$ cat src/rtl/i_merge_n_pkg.sv
// i_merge_n_pkg: shared MIC constants, merge FSM state type and index-width helper.
//   MIC_ROUTE_LSB / MIC_ROUTE_W : location of the route field in a header beat
//   MIC_DATA_W                  : default TDATA width of a MIC stream
package i_merge_n_pkg;

  localparam int unsigned MIC_ROUTE_LSB = 56;
  localparam int unsigned MIC_ROUTE_W   = 4;
  localparam int unsigned MIC_DATA_W    = 64;

  typedef enum logic {
    ST_IDLE = 1'b0,
    ST_PKT  = 1'b1
  } merge_state_t;

  // Width of an index into n items; at least one bit so single-input builds still have a grant register.
  function automatic int unsigned idx_w(input int unsigned n);
    return (n > 1) ? $clog2(n) : 1;
  endfunction

endpackage

$ cat src/rtl/i_merge_n_rr_arbiter.sv
// rr_arbiter: combinational round-robin pick.
//   req     : request vector, one bit per requester
//   last    : index granted most recently; search starts at last+1 and wraps
//   gnt_idx : first requesting index found (holds last when nothing requests)
//   any     : at least one request is present
module rr_arbiter
  import i_merge_n_pkg::*;
#(
  parameter  int unsigned N  = 4,
  localparam int unsigned IW = idx_w(N)
) (
  input  logic [N-1:0]  req,
  input  logic [IW-1:0] last,
  output logic [IW-1:0] gnt_idx,
  output logic          any
);

  int unsigned idx;

  // Walk from the farthest candidate to the nearest so the nearest requester overwrites the others.
  always_comb begin
    gnt_idx = last;
    any     = |req;
    idx     = 0;
    for (int unsigned off = N; off >= 1; off--) begin
      idx = (32'(last) + off) % N;
      if (req[IW'(idx)]) begin
        gnt_idx = IW'(idx);
      end
    end
  end

endmodule

$ cat src/rtl/i_merge_n.sv
// i_merge_n: N-input AXI-Stream packet merge, round-robin at packet granularity.
//   clk, reset          : rising-edge clock, asynchronous active-high reset
//   I_TVALID/I_TREADY   : per-input beat handshake (I_TREADY is combinational)
//   I_TDATA             : input i at [i*DATA_W +: DATA_W]
//   I_TLAST             : per-input last beat of packet
//   O_TVALID/O_TDATA/O_TLAST : registered merged stream, held stable while stalled
//   O_TREADY            : downstream ready
// With PROD_ROUTE set, the header beat's route field is overwritten with the winning input index.
module i_merge_n
  import i_merge_n_pkg::*;
#(
  parameter int unsigned N_INPUTS   = 4,
  parameter int unsigned DATA_W     = MIC_DATA_W,
  parameter int unsigned PROD_ROUTE = 0,
  parameter int unsigned ROUTE_LSB  = MIC_ROUTE_LSB,
  parameter int unsigned ROUTE_W    = MIC_ROUTE_W
) (
  input  logic                         clk,
  input  logic                         reset,
  input  logic [N_INPUTS-1:0]          I_TVALID,
  output logic [N_INPUTS-1:0]          I_TREADY,
  input  logic [N_INPUTS*DATA_W-1:0]   I_TDATA,
  input  logic [N_INPUTS-1:0]          I_TLAST,
  output logic                         O_TVALID,
  input  logic                         O_TREADY,
  output logic [DATA_W-1:0]            O_TDATA,
  output logic                         O_TLAST
);

  localparam int unsigned IW = idx_w(N_INPUTS);

  // Elaboration-time parameter checks.
  if (N_INPUTS < 1 || N_INPUTS > 16) begin : g_bad_n
    $error("i_merge_n: N_INPUTS must be in 1..16");
  end
  if (ROUTE_W < $clog2(N_INPUTS)) begin : g_bad_route_w
    $error("i_merge_n: ROUTE_W too narrow for N_INPUTS");
  end
  if (PROD_ROUTE != 0 && ROUTE_LSB + ROUTE_W > DATA_W) begin : g_bad_route_lsb
    $error("i_merge_n: route field outside DATA_W");
  end

  merge_state_t       state, state_d;
  logic [IW-1:0]      grant, grant_d;
  logic [IW-1:0]      last_grant, last_grant_d;
  logic               hdr, hdr_d;
  logic               o_valid_d, o_last_d;
  logic [DATA_W-1:0]  o_data_d;

  logic [IW-1:0]      arb_idx_c;
  logic               arb_any_c;
  logic               out_free_c;
  logic               accept_c;
  logic [DATA_W-1:0]  sel_data_c;
  logic [DATA_W-1:0]  beat_data_c;

  // Next-packet pick, rotating from the input after the last one served.
  rr_arbiter #(.N(N_INPUTS)) u_arb (
    .req     (I_TVALID),
    .last    (last_grant),
    .gnt_idx (arb_idx_c),
    .any     (arb_any_c)
  );

  // Output register can take a beat when empty or draining this cycle.
  assign out_free_c = !O_TVALID || O_TREADY;
  assign sel_data_c = I_TDATA[32'(grant)*DATA_W +: DATA_W];

  // Route stamp applies to the header beat only.
  if (PROD_ROUTE != 0) begin : g_stamp
    always_comb begin
      beat_data_c = sel_data_c;
      if (hdr) begin
        beat_data_c[ROUTE_LSB +: ROUTE_W] = ROUTE_W'(grant);
      end
    end
  end else begin : g_pass
    assign beat_data_c = sel_data_c;
  end

  // Next-state, ready and output-register load.
  always_comb begin
    state_d      = state;
    grant_d      = grant;
    last_grant_d = last_grant;
    hdr_d        = hdr;
    o_valid_d    = O_TVALID;
    o_data_d     = O_TDATA;
    o_last_d     = O_TLAST;
    I_TREADY     = '0;
    accept_c     = 1'b0;

    case (state)
      ST_IDLE: begin
        if (arb_any_c) begin
          grant_d = arb_idx_c;
          hdr_d   = 1'b1;
          state_d = ST_PKT;
        end
      end
      ST_PKT: begin
        I_TREADY[grant] = out_free_c;
        accept_c        = I_TVALID[grant] && out_free_c;
        if (accept_c) begin
          hdr_d = 1'b0;
          if (I_TLAST[grant]) begin
            last_grant_d = grant;
            state_d      = ST_IDLE;
          end
        end
      end
      default: state_d = ST_IDLE;
    endcase

    if (accept_c) begin
      o_valid_d = 1'b1;
      o_data_d  = beat_data_c;
      o_last_d  = I_TLAST[grant];
    end else if (O_TREADY) begin
      o_valid_d = 1'b0;
    end
  end

  // State and output registers; last_grant resets so input 0 wins first.
  always_ff @(posedge clk or posedge reset) begin
    if (reset) begin
      state      <= ST_IDLE;
      grant      <= '0;
      last_grant <= IW'(N_INPUTS - 1);
      hdr        <= 1'b0;
      O_TVALID   <= 1'b0;
      O_TDATA    <= '0;
      O_TLAST    <= 1'b0;
    end else begin
      state      <= state_d;
      grant      <= grant_d;
      last_grant <= last_grant_d;
      hdr        <= hdr_d;
      O_TVALID   <= o_valid_d;
      O_TDATA    <= o_data_d;
      O_TLAST    <= o_last_d;
    end
  end

endmodule

$ cat config.mk
export PLATFORM = sky130hd
export DESIGN_NAME = i_merge_n
export DESIGN_NICKNAME = d
export VERILOG_FILES = /design/src/rtl/i_merge_n_pkg.sv /design/src/rtl/i_merge_n_rr_arbiter.sv /design/src/rtl/i_merge_n.sv
export SDC_FILE = /design/constraint.sdc
export NUM_CORES = 1
export LEC_CHECK = 0
export ABC_CLOCK_PERIOD_IN_PS = 2300
export BUFFER_PORTS_ARGS = -buffer_cell sky130_fd_sc_hd__clkbuf_2
export CAP_MARGIN = 30
export CORE_ASPECT_RATIO = 1.25
export CORE_UTILIZATION = 23
export CTS_BUF_LIST = sky130_fd_sc_hd__clkbuf_8
export CTS_CLUSTER_DIAMETER = 80
export DETAILED_ROUTE_END_ITERATION = 10
export HOLD_SLACK_MARGIN = 0.15
export PLACE_DENSITY = 0.61
export SYNTH_ARGS = -nofsm -noshare
export SYNTH_HDL_FRONTEND = slang
export SYNTH_SLANG_ARGS = --single-unit
$ cat constraint.sdc
create_clock -name clk -period 2.3 [get_ports clk]
set_input_delay 0.23 -clock clk [delete_from_list [all_inputs] [get_ports clk]]
set_output_delay 0.23 -clock clk [all_outputs]
set_load 0.05 [all_outputs]
[Yosys cells after proc, flatten, opt, wreduce, memory -nomap -nowiden]
Cells that the tools add are included.
Storage, ports and cells
  register bits: 71
  bits in latches: 0
  RAM bits: 0
  bits in read-only memories: 0
  input bits: 267
  logic and storage cells: 53
  memories: 0
Cells by class
  add/sub/neg operators: 4
  multiply operators: 0
  divide/modulo/power cells: 0
  magnitude comparators: 6
  equality and inequality tests: 0
  shift-type cells: 1
  multiplexer cells: 26
  bitwise logic cells: 2
  reduce and logical (&&, ||, !) cells: 8
Operator list (number)
  variable part select 256 x 9 -> 64 bit: 1
  < comparator 2 x 3 -> 1 bit (second input constant): 5
  2-to-1 mux 1 bit: 13
  binary-select mux 1 bit (select 2 bit): 6
  2-to-1 mux 2 bit: 4
  adder 2 x 1 -> 2 bit (second input constant): 2
  adder 2 bit (second input constant): 2
  bitwise AND 4 bit: 1
  2-to-1 mux 4 bit: 1
  OR reduction 4 bit: 1
  AND reduction 3 bit: 1
  demux 1 bit (select 2 bit): 1
  >= comparator 2 x 1 -> 1 bit (second input constant): 1
  logical AND 1 bit: 2
  one-hot mux 1 bit (2 select lines): 1
  AND reduction 2 bit: 1
  nonzero test 2 bit: 1
  zero test 1 bit: 1
  logical OR 1 bit: 1
  inverter 1 bit: 1

[Depth between registers and ports, before layout]
Gate-level depths: netlist of run 1.
  word-level depth: 7
  gate-level depth with buffers: 6
  gate-level depth less buffers: 3

[By module]
From an unflattened synthesis of run 1, not the netlist that was laid out.
Unflattened totals
  cells, all modules: 258
  area total of the unflattened synthesis: 4488.1 um^2
By module, submodules not included
  i_merge_n: instances 1, cells an instance 244, area each 4415.5 um^2
  rr_arbiter: instances 1, cells an instance 14, area each 72.6 um^2

[Worst setup path after synthesis of run 1]
Ideal clock, no wire load.
  path kind: flip-flop to output port
  start: reg grant[1]
  end: out I_TREADY[2]
  data arrival time: 2.124 ns
  data required time: 2.070 ns
  slack: -0.054 ns
  cell stages (with the launch flop): 6
  path buffers: 3
  cells stage by stage: dfrtp_1 > buf_6 > buf_2 > buf_1 > inv_1 > nor3_1
Between the ends
  word-level cells in the longest chain between the ends: 6
  elaborated cells on any way between the ends: 7
  those cells by class: order compare: 2; mux: 3; bitwise: 1; reduce/logical: 1
Ends and longest elaborated chain
  start, declared: line i_merge_n.sv:44  | logic [IW-1:0] grant, grant_d;
  start signal, assigned: line i_merge_n.sv:136  | grant <= grant_d;
  < comparator 2 x 3 -> 1 bit (implied by the code) / >= comparator 2 x 1 -> 1 bit (equally long branches): line i_merge_n.sv:102  | I_TREADY[grant] = out_free_c;
  logical AND 1 bit (implied by the code): line i_merge_n.sv:102
  2-to-1 mux 1 bit (implied by the code): line i_merge_n.sv:102
  demux 1 bit (select 2 bit) (*): line i_merge_n.sv:102
  bitwise AND 4 bit (no source line) (*)
  2-to-1 mux 4 bit (*): line i_merge_n.sv:93  | case (state)
  end, declared: line i_merge_n.sv:21  | output logic [N_INPUTS-1:0] I_TREADY,
Mark *: on every way between the ends. The rest lies on a longest branch, timed or not.

[Final worst setup path of run 1]
Ends and elaborated chain as after synthesis.

==> flow_metrics.py, run 1 <==
metrics = {
    "detailed_routing": {
        "drt-initial-drc-count": 156,
        "wl_um": 14600,
        "routed_via_density": 4.44,
        "drc": 0,
        "avgRoutedWirePerCell_um": 16.9,
        "dr.pass1.iters": 4,
        "ant_nets": 0,
        "vias": 3829,
    },
    "sta": {
        "slew_violations": 0,
        "grt_setup_unrepaired": "false",
        "min_period_ps": 1990,
        "fin_setup_tns_ps": 0,
        "setup_slack_ps": 309,
        "setup_violations": 0,
        "fmaxAchievable_mhz": 502,
        "relSlewSlack_pct": 59.6,
        "period_share_pct": 86.6,
        "tightest_slew_ps": 605,
        "finClkSkew_ps": 9.98,
        "hold_viol": 0,
    },
    "clock_network": {
        "hold_buffers": 1,
        "cts-resized-gates": 0,
        "cts_num_sinks": 71,
        "cts_buffer_depth": 2,
        "cts.repair_timing.setup_buffer_count": 0,
        "h-tree-depth": 3,
        "tritoncts": "built",
        "clkLatencyLatePin_ps": 360,
        "cts_root_buf": "clkbuf_8",
        "clk_pin_slew_ps": 80,
        "numCtsBuffers": 9,
    },
    "place": {
        "dp_hpwl_um": 12000,
        "gp_congestion": 0.776,
        "io_buffers": 336,
        "place_ws_ps": 339,
        "dpl_cell_area_mm2": 0.00649,
    },
    "synthesis": {
        "synth.distinct_cells": 34,
        "synth_area_mm2": 0.00453,
        "ys_seq_area_share_pct": 39.3,
        "synth_top_family_by_area": "multiplexers",
        "syn_inst": 260,
        "mappedNetlistNets": 527,
        "synth_compound_area_share_pct": 1.30,
        "synth_seq_cells": 71,
        "synthMuxAreaShare_pct": 52.2,
        "synth_warnings": 0,
        "synthSimpleGateAreaFrac_pct": 2.57,
        "syn_area_per_cell_um2": 17.4,
        "yosys.area_share.adder_pct": 0,
        "synth_xor_area_share_pct": 0,
    },
    "die": {
        "io_pins": 337,
        "num_rows": 57,
        "core_area_mm2": 0.0194,
        "initial_utilization_pct": 23.3,
        "die_area_mm2": 0.0203,
        "die_w_um": 128,
        "die_y_um": 159,
    },
    "power": {
        "p_seq_share_pct": 22.4,
        "vdd_drop_max_mv": 0.833,
        "intPower_w": 0.00554,
        "switching_share_pct": 47.4,
        "p_per_area_mw_per_mm2": 1570,
        "netSwitchingPower_w": 0.00499,
        "p_clk_share_pct": 10.5,
        "leakage_nw": 3.34,
        "pwr-share-comb_pct": 67.1,
    },
    "final_layout": {
        "layout.nets": 858,
        "final_util_pct": 34.6,
        "final_area_mm2": 0.00672,
        "syn_to_final_growth_pct": 48.3,
        "drive_gt1_share_pct": 82.7,
    },
    "worst_setup_path": {
        "arrival_ps": 1760,
        "r2r-start": "grant[1]",
        "r2r_slack_ps": 350,
        "crit_required_ps": 2070,
        "critPathKind": "reg -> out",
        "r2r_end": "O_TDATA[14]",
        "r2r_cells": 4,
        "end_kind": "output pin",
        "worstSetupStartpointType": "register",
        "crit_path_start": "grant[1]",
        "worstPathMaxFanout": 70,
    },
    "global_routing": {
        "antenna_found_initial": 2,
        "gr-total-overflow": 0,
        "grt_pass1_wl_um": 22500,
        "grt_max_degree": 71,
        "grt_pass1_vias": 4117,
        "grt_util_all_layers_pct": 14.8,
    },
    "worst_hold_path": {
        "holdPathEnd": "grant[1]",
        "min_path_cells": 3,
        "hold_path.startpoint": "I_TVALID[2]",
        "hold_path_class": "in -> reg",
    },
    "run_status": {
        "status": "finished clean",
    },
    "flow_run": {
        "drv_cap": 0,
    },
}
==> cell families after synthesis <==
| kind of cell | Yosys count |
|---|---|
| compound gates | 8 |
| mux | 133 |
| simple gates | 21 |
| buf+inv | 27 |
| flops | 71 |
==> registers in the layout (all words and copies together), names as in the netlist <==
name        flops
O_TDATA        64
O_TLAST         1
O_TVALID        1
last_grant      2
grant           2
state           1
==> worst max-delay path by stage <==
stage | endpoint | slack, ps
floorplan | I_TREADY[0] | 90
global placement | O_TDATA[16] | 360
detailed placement | O_TDATA[18] | 340
CTS | I_TREADY[2] | 270
global route | I_TREADY[2] | 190
finish | I_TREADY[2] | 310
==> power groups by stage <==
stage	Combinational [W]	Sequential, W	Clock [W]
5_1_grt	0.00745	0.00246	0.00122
4_1_cts	0.00715	0.00237	0.00117
3_3_place_gp	0.00707	0.00238	0
2_1_floorplan	0.00372	0.00438	0
3_5_place_dp	0.00714	0.00239	0
6_report	0.00707	0.00236	0.00110
==> metal layers <==
layer  vias up  global-route usage [%]  wire length, um
li1       1721                       -                -
met1      1896                    16.8             5590
met2       186                    25.7             7360
met3        26                    4.31             1260
met4         0                    6.33              374
met5         -                       0                0
==> placed cells by master, fill, tap and decap left out, types with 2 or more instances in the layout <==
cell / count
clkinvlp_4: 2
mux2_1: 5
nor2_1: 3
bufinv_16: 2
mux4_2: 66
dfrtp_1: 67
mux2_4: 33
a21oi_1: 2
buf_12: 6
mux2_2: 28
dfrtp_4: 2
clkinv_2: 3
dfstp_2: 2
clkbuf_2: 336
clkbuf_8: 9
nand2_1: 4
nand2b_1: 2
nor3_1: 3
inv_1: 3
==> worst max-delay path, stage by stage (launching register included) <==
cell and delay (ps):
dfrtp_4 440, buf_12 350, inv_1 120, nor3_2 170, clkbuf_2 310
==> cell type report <==
class | count | area, um2
inverter | 3 | 12.5
tap | 265 | 332
clock buffer | 9 | 124
fill | 1982 | 12700
multi-input combinational | 162 | 2550
antenna | 1 | 2.50
clock inverter | 7 | 88.8
sequential | 71 | 1790
timing repair buffer | 344 | 1820
==> stage by stage <==
| step | hold WS (ps) | instances | total power [W] |
|---|---|---|---|
| after floorplan | 444 | 260 | 0.00810 |
| after global placement | 296 | 844 | 0.00945 |
| after detailed placement | 303 | 844 | 0.00952 |
| after CTS | 248 | 861 | 0.0107 |
| after global routing | 282 | 861 | 0.0111 |
| final | 292 | 862 | 0.0105 |
==> cells in the mapped netlist, drive strengths merged <==
master | n | share of area [%]
dfrtp | 69 | 38
mux2 | 66 | 19
mux4 | 66 | 33
buf | 18 | 3.9
clkbuf | 6 | 0.50
nand2 | 4 | 0.33
nor3 | 4 | 0.44
inv | 3 | 0.25
nor2 | 3 | 0.25
a21oi | 2 | 0.22
dfstp | 2 | 1.2
nand2b | 2 | 0.28
nand3 | 2 | 0.33
a21bo | 1 | 0.22
a21boi | 1 | 0.17
a21o | 1 | 0.17
and3b | 1 | 0.19
mux2i | 1 | 0.22
nand4 | 1 | 0.14
nor2b | 1 | 0.14
nor3b | 1 | 0.17
nor4 | 1 | 0.14
o21ai | 1 | 0.11
o31ai | 1 | 0.17
o41a | 1 | 0.25
or4 | 1 | 0.17
No activity file was read; power rests on OpenSTA's default activity.
==> inputs of run 2 (changes only) <==
--- a/config.mk
+++ b/config.mk
@@ -9,6 +9,7 @@
 export BUFFER_PORTS_ARGS = -buffer_cell sky130_fd_sc_hd__clkbuf_2
 export CAP_MARGIN = 30
 export CORE_ASPECT_RATIO = 1.25
+export CORE_MARGIN = 3
 export CORE_UTILIZATION = 23
 export CTS_BUF_LIST = sky130_fd_sc_hd__clkbuf_8
 export CTS_CLUSTER_DIAMETER = 80
==> run 2 against run 1 <==
  * Clock power is essentially flat
  * Sequential power is essentially flat
  * Critical path depth is the same
  * Register-to-register slack gained 20 ps
  * Die area grew 5.7%
  * First-iteration DRC count shrank 20%
  * Worst hold slack gained 1.5 ps
  * Wire length grew 0.35%
  * Critical path type unchanged
  * Largest power group unchanged
  * Highest routed layer is now met5
==> flow_metrics.py, run 2 (synthesized netlist as in run 1, its figures left out) <==
metrics = {
    "power": {
        "p_seq_share_pct": 22.4,
        "netSwitchingPower_w": 0.00499,
        "p_clk_share_pct": 10.3,
        "intPower_w": 0.00551,
        "leakage_nw": 3.33,
        "vdd_drop_max_mv": 0.685,
        "p_per_area_mw_per_mm2": 1570,
        "switching_share_pct": 47.5,
        "pwr-share-comb_pct": 67.3,
    },
    "detailed_routing": {
        "vias": 3817,
        "drt-initial-drc-count": 125,
        "dr.pass1.iters": 4,
        "wl_um": 14600,
        "avgRoutedWirePerCell_um": 17.1,
        "drc": 0,
        "routed_via_density": 4.45,
        "ant_nets": 0,
    },
    "final_layout": {
        "reg_top3": "O_TDATA x64, grant x2, last_grant x2",
        "diodes": 0,
        "final_cell_mix": "clkbuf_2 (336), dfrtp_1 (67), mux4_2 (66)",
        "drive_gt1_share_pct": 82.7,
        "layout.nets": 858,
        "syn_to_final_growth_pct": 47.8,
        "largest_reg_flops": 64,
        "largest_register": "O_TDATA",
        "final_common_cell": "clkbuf_2",
    },
    "global_routing": {
        "grt_max_degree": 72,
        "grt_util_all_layers_pct": 13.5,
        "grt_pass1_vias": 4189,
        "gr-total-overflow": 0,
        "grt_pass1_wl_um": 22600,
        "antenna_found_initial": 1,
    },
    "worst_hold_path": {
        "holdPathEnd": "grant[1]",
        "hold_path.startpoint": "I_TVALID[2]",
        "hold_path_class": "in -> reg",
        "min_path_cells": 3,
    },
    "worst_setup_path": {
        "r2r-start": "grant[1]",
        "worstSetupStartpointType": "register",
        "crit_required_ps": 2070,
        "r2r_cells": 4,
        "arrival_ps": 1740,
        "r2r_slack_ps": 370,
        "critPathKind": "reg -> out",
        "r2r_end": "O_TDATA[36]",
        "end_kind": "output pin",
        "worstPathMaxFanout": 70,
    },
    "sta": {
        "setup_violations": 0,
        "hold_viol": 0,
        "grt_setup_unrepaired": "false",
        "fmaxAchievable_mhz": 507,
        "tightest_slew_ps": 436,
        "period_share_pct": 85.8,
        "finClkSkew_ps": 5.25,
        "fin_setup_tns_ps": 0,
        "relSlewSlack_pct": 70.9,
        "hold_slack_ps": 294,
        "min_period_ps": 1970,
        "slew_violations": 0,
    },
    "die": {
        "num_rows": 56,
        "io_pins": 337,
        "die_y_um": 163,
        "initial_utilization_pct": 23.8,
        "core_area_mm2": 0.0191,
        "die_area_mm2": 0.0214,
        "die_w_um": 132,
    },
    "run_status": {
        "status": "finished clean",
    },
    "clock_network": {
        "cts_buffer_depth": 2,
        "hold_buffers": 1,
        "cts_num_sinks": 71,
        "cts_root_buf": "clkbuf_8",
        "clkLatencyLatePin_ps": 350,
        "h-tree-depth": 3,
        "tritoncts": "built",
        "cts.repair_timing.setup_buffer_count": 0,
        "numCtsBuffers": 9,
        "cts-resized-gates": 0,
        "clk_pin_slew_ps": 70,
    },
    "flow_run": {
        "drv_cap": 0,
    },
    "place": {
        "gp_congestion": 0.791,
        "io_buffers": 336,
        "dp_hpwl_um": 12000,
    },
}
run 2: power groups by stage:
stage	registers [W]	clock network [W]	logic [W]
finish	0.00235	0.00108	0.00707
global route	0.00244	0.00120	0.00749
CTS	0.00235	0.00114	0.00720
detailed placement	0.00237	0	0.00719
global placement	0.00237	0	0.00709
floorplan	0.00438	0	0.00372
run 2: final cells by class:
class                      instances  area [um2]
clock buffer                       9         124
clock inverter                     7        88.8
fill                            1925       12400
inverter                           3        12.5
multi-input combinational        162        2550
sequential                        71        1790
tap                              261         327
timing repair buffer             344        1810
run 2: worst max-delay path: stages, from the launching register on:
cell and delay [ps]:
dfrtp_4 440, buf_12 310, inv_1 130, nor3_2 180, clkbuf_2 300
run 2: per-stage QoR:
step	util (%)	setup WS, ps	instances	cell area [um2]	total power, W
6_report	35.1	327	857	6700	0.0105
5_1_grt	35.1	191	857	6700	0.0111
4_1_cts	35.1	256	857	6700	0.0107
3_5_place_dp	34.0	379	840	6470	0.00956
3_3_place_gp	34.0	395	840	6470	0.00947
2_1_floorplan	-	90.4	260	4530	0.00810
run 2: worst max path at each step:
stage          slack [ps]     endpoint      from  depth (start not counted)
2_1_floorplan          90  I_TREADY[0]  grant[1]                          4
3_3_place_gp          390  O_TDATA[36]  grant[1]                          4
3_5_place_dp          380  O_TDATA[36]  grant[1]                          4
4_1_cts               260  I_TREADY[2]  grant[1]                          4
5_1_grt               190  I_TREADY[2]  grant[1]                          4
6_report              330  I_TREADY[2]  grant[1]                          4
run 2: metal layers:
layer	GRT usage, %	up-vias	part of all wire, %
li1	-	1723	-
met1	15.3	1896	37
met2	24.0	177	53
met3	4.05	19	7.3
met4	5.25	2	2.1
met5	0	-	0.089
==> inputs of run 3 (changes only) <==
--- a/config.mk
+++ b/config.mk
@@ -15,7 +15,8 @@
 export CTS_CLUSTER_DIAMETER = 80
 export DETAILED_ROUTE_END_ITERATION = 10
 export HOLD_SLACK_MARGIN = 0.15
-export PLACE_DENSITY = 0.61
+export PLACE_DENSITY_LB_ADDON = 0.25
+export RECOVER_POWER = 100
 export SYNTH_ARGS = -nofsm -noshare
 export SYNTH_HDL_FRONTEND = slang
 export SYNTH_SLANG_ARGS = --single-unit
==> run 3 against run 2 <==
  * Clock power rose by 7%
  * Core utilization fell by 1.0 points
  * Clock skew rose by 5.3 ps
  * Sequential power barely moved
  * Total power fell by 5.5%
  * Cell area fell by 2.9%
  * First-iteration DRC count rose by 0.80%
  * Critical path depth fell by 1
  * Non-clock buffer count did not move
  * Die area did not move
  * Wire length fell by 1.8%
  * Sequential share of layout area rose by 0.73 points
  * Critical endpoint is now I_TREADY[0]
==> flow_metrics.py, run 3 (synthesized netlist as in run 1, its figures left out) <==
metrics = {
    "run_status": {
        "status": "finished clean",
    },
    "detailed_routing": {
        "drc": 0,
        "ant_nets": 0,
        "dr.pass1.iters": 4,
        "routed_via_density": 4.45,
        "drt-initial-drc-count": 126,
        "avgRoutedWirePerCell_um": 16.8,
        "vias": 3817,
        "wl_um": 14400,
    },
    "sta": {
        "setup_slack_ps": 279,
        "fmaxAchievable_mhz": 495,
        "fin_setup_tns_ps": 0,
        "grt_setup_unrepaired": "false",
        "hold_viol": 0,
        "hold_slack_ps": 255,
        "finClkSkew_ps": 10.6,
        "tightest_slew_ps": 1340,
        "relSlewSlack_pct": 10.9,
        "period_share_pct": 87.9,
        "slew_violations": 0,
        "min_period_ps": 2020,
        "setup_violations": 0,
    },
    "die": {
        "num_rows": 56,
        "die_w_um": 132,
        "die_area_mm2": 0.0214,
        "io_pins": 337,
        "initial_utilization_pct": 23.8,
        "core_area_mm2": 0.0191,
        "die_y_um": 163,
    },
    "worst_setup_path": {
        "end_kind": "output pin",
        "worstSetupStartpointType": "register",
        "slowest_delay_ps": 540,
        "critPathKind": "reg -> out",
        "worstPathMaxFanout": 31,
        "worstPathCellList": "buf_12 > nor3_1 > clkbuf_1",
        "crit_slowest_cell": "dfrtp_4",
        "arrival_ps": 1790,
        "crit_required_ps": 2070,
        "crit_family": "buffers and inverters",
        "path_buf_inv": 2,
    },
    "final_layout": {
        "finalNonFillerCells": 857,
        "layout.nets": 858,
        "syn_to_final_growth_pct": 43.6,
        "reg_top3": "O_TDATA x64, grant x2, last_grant x2",
        "nFillCells": 1989,
        "final_cell_mix": "clkbuf_2 (269), dfrtp_1 (68), clkbuf_1 (67)",
        "diodes": 0,
        "largest_register": "O_TDATA",
        "final_common_cell": "clkbuf_2",
        "seqCellArea_mm2": 0.00178,
        "drive_gt1_share_pct": 65.4,
        "largest_reg_flops": 64,
        "final_area_mm2": 0.00650,
        "multi_input_area_mm2": 0.00242,
    },
    "place": {
        "dpl_cell_area_mm2": 0.00648,
        "placed_cells": 840,
        "io_buffers": 336,
        "dp_hpwl_um": 12000,
        "place_ws_ps": 433,
        "gp_congestion": 0.835,
    },
    "global_routing": {
        "antenna_found_initial": 0,
        "grt_max_degree": 71,
        "grt_pass1_wl_um": 22600,
        "grt_util_all_layers_pct": 13.2,
        "grt_pass1_vias": 4387,
        "gr-total-overflow": 0,
    },
    "clock_network": {
        "cts-resized-gates": 0,
        "cts_root_buf": "clkbuf_8",
        "cts_buffer_depth": 2,
        "cts_num_sinks": 71,
        "numCtsBuffers": 9,
        "clkLatencyLatePin_ps": 350,
        "clk_pin_slew_ps": 70,
        "tritoncts": "built",
        "h-tree-depth": 3,
    },
    "power": {
        "p_per_area_mw_per_mm2": 1530,
        "leakage_nw": 3.00,
        "vdd_drop_max_mv": 0.603,
    },
    "worst_hold_path": {
        "hold_path_class": "in -> reg",
    },
    "flow_run": {
        "drv_cap": 0,
    },
}
run 3: final timing paths:
path | startpoint | end | slack, ps | cells after the start
setup / recovery | grant[0] | I_TREADY[0] | 280 | 3
hold / removal | O_TREADY | O_TVALID | 260 | 3
setup reg to reg | grant[1] | O_TDATA[33] | 360 | 4
hold reg to reg | O_TDATA[57] | O_TDATA[57] | 490 | 1
max in group asynchronous | reset | last_grant[0] | 570 | 4
min in group asynchronous | reset | O_TDATA[5] | 790 | 3
run 3: layout make-up:
type | instances | area share (%)
clock buffer | 11 | 2.33
clock inverter | 5 | 1.23
inverter | 3 | 0.173
multi-input combinational | 162 | 37.2
sequential | 71 | 27.4
tap | 261 | 5.02
timing repair buffer | 344 | 26.7
run 3: worst min-delay path: cells and delay by family:
| kind | cells | cell delay, ps |
|---|---|---|
| AND/OR/NAND/NOR | 2 | 250 |
| buffers and inverters | 1 | 70 |
run 3: routing by layer:
| metal | up-vias | GRT usage [%] | part of all wire [%] | routed length (um) |
|---|---|---|---|---|
| met5 | - | 0 | 0 | 0 |
| met4 | 0 | 3.92 | 1.3 | 181 |
| met3 | 11 | 4.67 | 9.1 | 1310 |
| met2 | 212 | 25.3 | 55 | 7920 |
| met1 | 1871 | 13.5 | 35 | 4980 |
| li1 | 1723 | - | - | - |
run 3: power by group:
part | switching, W | leakage (nW) | total, W | internal, W
Clock | 0.000488 | 0.117 | 0.00116 | 0.000671
Combinational | 0.00401 | 2.06 | 0.00643 | 0.00242
Sequential | 0.000398 | 0.827 | 0.00234 | 0.00194
Total | 0.00489 | 3.00 | 0.00993 | 0.00504
run 3: repair_timing:
action / CTS / global route
endpoints found under the setup margin: 0 / 0
setup buffers: 0 / 0
hold buffers: 1 / 0
endpoints found under the hold margin: 33 / 0
run 3: metrics by stage:
stage	util (%)	power [W]
final	34.1	0.00993
after global routing	34.1	0.0105
after CTS	35.3	0.0108
after detailed placement	34.0	0.00955
after global placement	34.0	0.00944
after floorplan	-	0.00810
